<file path="src/rtl/arb_merge_rr_n.sv">
// N-input round-robin arbitrated merge with registered, source-tagged output.
// Define ARB_MERGE_BURST_EN to let one input hold the grant for up to BURST words.
module arb_merge_rr_n #(
  parameter int N = 4,
  parameter int WIDTH = 8,
  parameter int BURST = 4,
  localparam int IDXW = $clog2(N)
) (
  input  logic                 clk,
  input  logic                 rst_n,
  input  logic [N-1:0]         in_valid,
  input  logic [N*WIDTH-1:0]   in_data,
  output logic [N-1:0]         in_ready,
  output logic                 out_valid,
  output logic [WIDTH-1:0]     out_data,
  output logic [IDXW-1:0]      out_src,
  input  logic                 out_ready
);

  localparam logic [IDXW-1:0] LAST = IDXW'(N - 1);

  logic [IDXW-1:0]  ptr;
  logic [IDXW-1:0]  ptr_nxt;
  logic [IDXW-1:0]  ptr_inc;
  logic [IDXW-1:0]  gnt;
  logic             found;
  logic             can_load;
  logic             in_fire;
  logic             out_fire;
  logic [WIDTH-1:0] gnt_data;

  // Scan downwards so the index nearest ptr is the last (winning) write.
  always_comb begin
    int j;
    j = 0;
    found = 1'b0;
    gnt = '0;
    for (int k = N - 1; k >= 0; k--) begin
      j = int'(ptr) + k;
      if (j >= N) j = j - N;
      if (in_valid[j]) begin
        found = 1'b1;
        gnt = IDXW'(j);
      end
    end
  end

  assign can_load = !out_valid || out_ready;
  assign in_fire  = found && can_load;
  assign out_fire = out_valid && out_ready;
  assign ptr_inc  = (gnt == LAST) ? '0 : gnt + 1'b1;

  always_comb begin
    in_ready = '0;
    if (in_fire) in_ready[gnt] = 1'b1;
  end

  always_comb begin
    gnt_data = in_data[int'(gnt)*WIDTH +: WIDTH];
  end

`ifdef ARB_MERGE_BURST_EN
  localparam int CW = (BURST < 2) ? 1 : $clog2(BURST + 1);

  logic [CW-1:0] cnt;
  logic [CW-1:0] cnt_nxt;

  // While bursting, ptr parks on the holder so the scan re-picks it first.
  always_comb begin
    cnt_nxt = cnt;
    ptr_nxt = ptr;
    if (in_fire) begin
      if (gnt == ptr && cnt != '0) cnt_nxt = cnt + 1'b1;
      else cnt_nxt = CW'(1);
      if (cnt_nxt == CW'(BURST)) begin
        cnt_nxt = '0;
        ptr_nxt = ptr_inc;
      end else begin
        ptr_nxt = gnt;
      end
    end
  end

  always_ff @(posedge clk or negedge rst_n) begin
    if (!rst_n) cnt <= '0;
    else cnt <= cnt_nxt;
  end
`else
  logic unused_burst;
  assign unused_burst = ^BURST;
  assign ptr_nxt = in_fire ? ptr_inc : ptr;
`endif

  always_ff @(posedge clk or negedge rst_n) begin
    if (!rst_n) begin
      ptr       <= '0;
      out_valid <= 1'b0;
      out_data  <= '0;
      out_src   <= '0;
    end else begin
      ptr <= ptr_nxt;
      if (in_fire) begin
        out_valid <= 1'b1;
        out_data  <= gnt_data;
        out_src   <= gnt;
      end else if (out_fire) begin
        out_valid <= 1'b0;
      end
    end
  end

endmodule

</file>
<file path="config.mk">
export PLATFORM = sky130hd
export DESIGN_NAME = arb_merge_rr_n
export DESIGN_NICKNAME = d
export VERILOG_FILES = /design/src/rtl/arb_merge_rr_n.sv
export SDC_FILE = /design/constraint.sdc
export NUM_CORES = 1
export LEC_CHECK = 0
export BUFFER_PORTS_ARGS = -buffer_cell sky130_fd_sc_hd__buf_2
export CAP_MARGIN = 20
export CORE_ASPECT_RATIO = 0.8
export CORE_MARGIN = 8
export CORE_UTILIZATION = 45
export CTS_CLUSTER_SIZE = 16
export DETAILED_ROUTE_END_ITERATION = 10
export GPL_ROUTABILITY_DRIVEN = 0
export PLACE_DENSITY = 0.86
export SLEW_MARGIN = 40
export SYNTH_ARGS = -nofsm -noshare
export SYNTH_HDL_FRONTEND = slang
export SYNTH_SLANG_ARGS = --single-unit
</file>
<file path="constraint.sdc">
create_clock -name clk -period 5.4 [get_ports clk]
set_input_delay 1.08 -clock clk [delete_from_list [all_inputs] [get_ports clk]]
set_output_delay 1.08 -clock clk [all_outputs]
set_load 0.02 [all_outputs]
</file>
==> impl_metrics.tcl <==
set metrics [dict create \
    outcome "completed" \
    antenna_found_initial 0 \
    synth_seq_cells 13 \
    synth_cell_types 30 \
    clkTransAtPathRegs_ns 0.08 \
    synthTopCellsByCount "dfrtp_1 (13), a21oi_1 (9)" \
    synth_edf_count 0 \
    synth_area_leaders "dfrtp_1 (36%), a221o_1 (9.0%), mux2_4 (8.4%)" \
    max_stage_delay_ns 0.55 \
    synthArstFlopShare 1.00 \
    netlist_instances 92 \
    fin_crit_sh 0.740 \
    fmax_mhz 250 \
    cts_setup_buffers 0 \
    synth.avg_cell_area_um2 9.70 \
    worstPathRequired_ns 4.32 \
    nets 187 \
    clk_latency_ns 0.27 \
    nFillCells 176 \
    overflow 0 \
    power.leakage_nw 0.608 \
    synth_most_common_cell "dfrtp_1" \
    synthToLayoutAreaGrowth_pct 33.9 \
    worstSetupPathType "primary input to output pin" \
    first_pass_iters 4 \
    cts.sinks 13 \
    arrival_ns 2.92 \
    dr_total_vias 947 \
    endpoint_kind "output pin" \
    syn_nets 132 \
    rsz0062_at_grt "false" \
    netlist.area_leader.share 0.365 \
    initial_core_util 0.476 \
    grt_usage 0.143 \
    cts_resized 0 \
    worst_pin_slew_ns 0.811 \
    synth_top_area_cell "dfrtp_1" \
    cts_inserted_buffers 3 \
    hold_violations 0 \
    die_y_um 55.8 \
    finalClockSkew_ns 0.00392 \
    diodes 0 \
    path_max_fanout 12 \
    drt_iter0_markers 54 \
    cp_top_family "simple AND/OR/NAND/NOR gates" \
    worstHoldStart "out_src[1]" \
    coreArea_um2 1870 \
    setup_tns_ns 0 \
    root_buffer "clkbuf_4" \
    drt.antenna.violating_nets 0 \
    grt_pass1_wl_um 4400 \
    via_per_inst 5.57 \
    drive_above_1_share 0.459 \
    slew_headroom 0.458 \
    place_hpwl_um 2220 \
    critPathSlowestCell "nor2_2" \
    final-setup-viol-count 0 \
    die_area_um2 3670 \
    ys_warn_count 0 \
    cts_tree "done" \
    row_count 14 \
    worst_path_most_repeated_cell "buf_2" \
    reg2reg_from "ptr[0]" \
    syn_area_um2 892 \
    cts_buffer_depth 2 \
    avgRoutedWirePerCell_um 16.3 \
    ioPinCount 54 \
    path_buf_inv 3 \
    startpoint_type "primary input" \
    hp-class "register to register" \
    die_x_um 65.8 \
    grt_max_degree 16 \
    cap_viol_max_count 0 \
    synthFlopType "dfrtp_1" \
    yosysSeqAreaShare 0.365 \
    powerDensity_nw_per_um2 459 \
    portBuffers 53 \
    wl_um 2770 \
    maxSlewViolCount 0 \
    path_cells "buf_2 > nor2b_1 > a211oi_2 > nor2_2 > inv_1 > ha_1 > and2_1 > buf_2" \
    power.total_w 0.000548 \
    first_global_vias 1002 \
    drc_errors 0 \
    worst_hold_slack_ns 0.475 \
    htreeDepth 1 \
    ctsHoldBuffers 0 \
    crit_path_start "in_valid[2]" \
    peakVddDrop_mv 0.265 \
    period_needed_ns 4.00 \
]
-- where the power goes --
group / internal (W) / switching (W) / leakage (nW)
logic: 0.000133 / 0.000184 / 0.437
clock network: 0.0000285 / 0.0000331 / 0.0150
registers: 0.000139 / 0.0000304 / 0.156
-- layer usage --
metal,up-vias,global-route usage,routed length [um]
li1,461,-,-
met1,439,0.183,1190
met2,45,0.228,1300
met3,2,0.0503,265
met4,0,0.0186,16
met5,-,0,0
-- flip-flops by register name (all words and copies together) (netlist names) --
name and cells:
out_data 8, out_src 2, out_valid 1, ptr 2
-- layout by cell type, fill, tap and decap left out, types with 2 or more instances in the layout --
cell type and instances:
nor3_1 2, o21ai_0 8, mux2_4 5, a21oi_1 9
nor2_2 2, nor2_1 2, nand2_1 8, o21ai_1 2
nand3_1 8, mux2_1 3, buf_2 53, nor2b_1 3
a221o_1 8, clkbuf_4 3, inv_1 3, dfrtp_1 13
-- cell families (layout without fill, tap and decap cells) --
group,count (synthesis),in the layout,synth area share
buf+inv,6,60,0.0337
fa+ha+maj,1,1,0.0140
flops,13,13,0.365
compound gates,34,34,0.274
mux,9,9,0.135
simple gates,29,29,0.180
-- through the flow --
stage	worst slack [ns]	area, um^2	std cells	utilization
after floorplan	1.94	892	92	-
after global placement	1.54	1170	166	0.623
after detailed placement	1.40	1170	166	0.623
after CTS	1.41	1190	170	0.638
after global routing	1.22	1190	170	0.638
final	1.40	1190	170	0.638
-- tightest hold or removal path, stage by stage (launching register included) --
cell	delay (ns)
dfrtp_1	0.35
nand2_1	0.05
nand2_1	0.05
-- layout make-up --
class / instances / area [um^2] / area share
multi-input cells: 73 / 537 / 0.449
flip-flops and latches: 13 / 325 / 0.272
clock buffers: 4 / 26.3 / 0.0220
repair buffers: 53 / 265 / 0.222
well taps: 24 / 30.0 / 0.0251
inverters: 3 / 11.3 / 0.00942
-- path summary, 6_finish.rpt --
| check | slack [ns] | endpoint | cells after the start |
|---|---|---|---|
| worst min register to register | 0.48 | out_src[1] | 2 |
| min in group asynchronous | 0.68 | out_valid | 1 |
| worst max register to register | 3.16 | out_data[1] | 5 |
| max in group asynchronous | 4.48 | out_data[3] | 1 |
| worst max-delay path | 1.40 | in_ready[3] | 8 |
| worst min-delay path | 0.48 | out_src[1] | 2 |
Note: power is estimated with default switching activity, not from simulation.
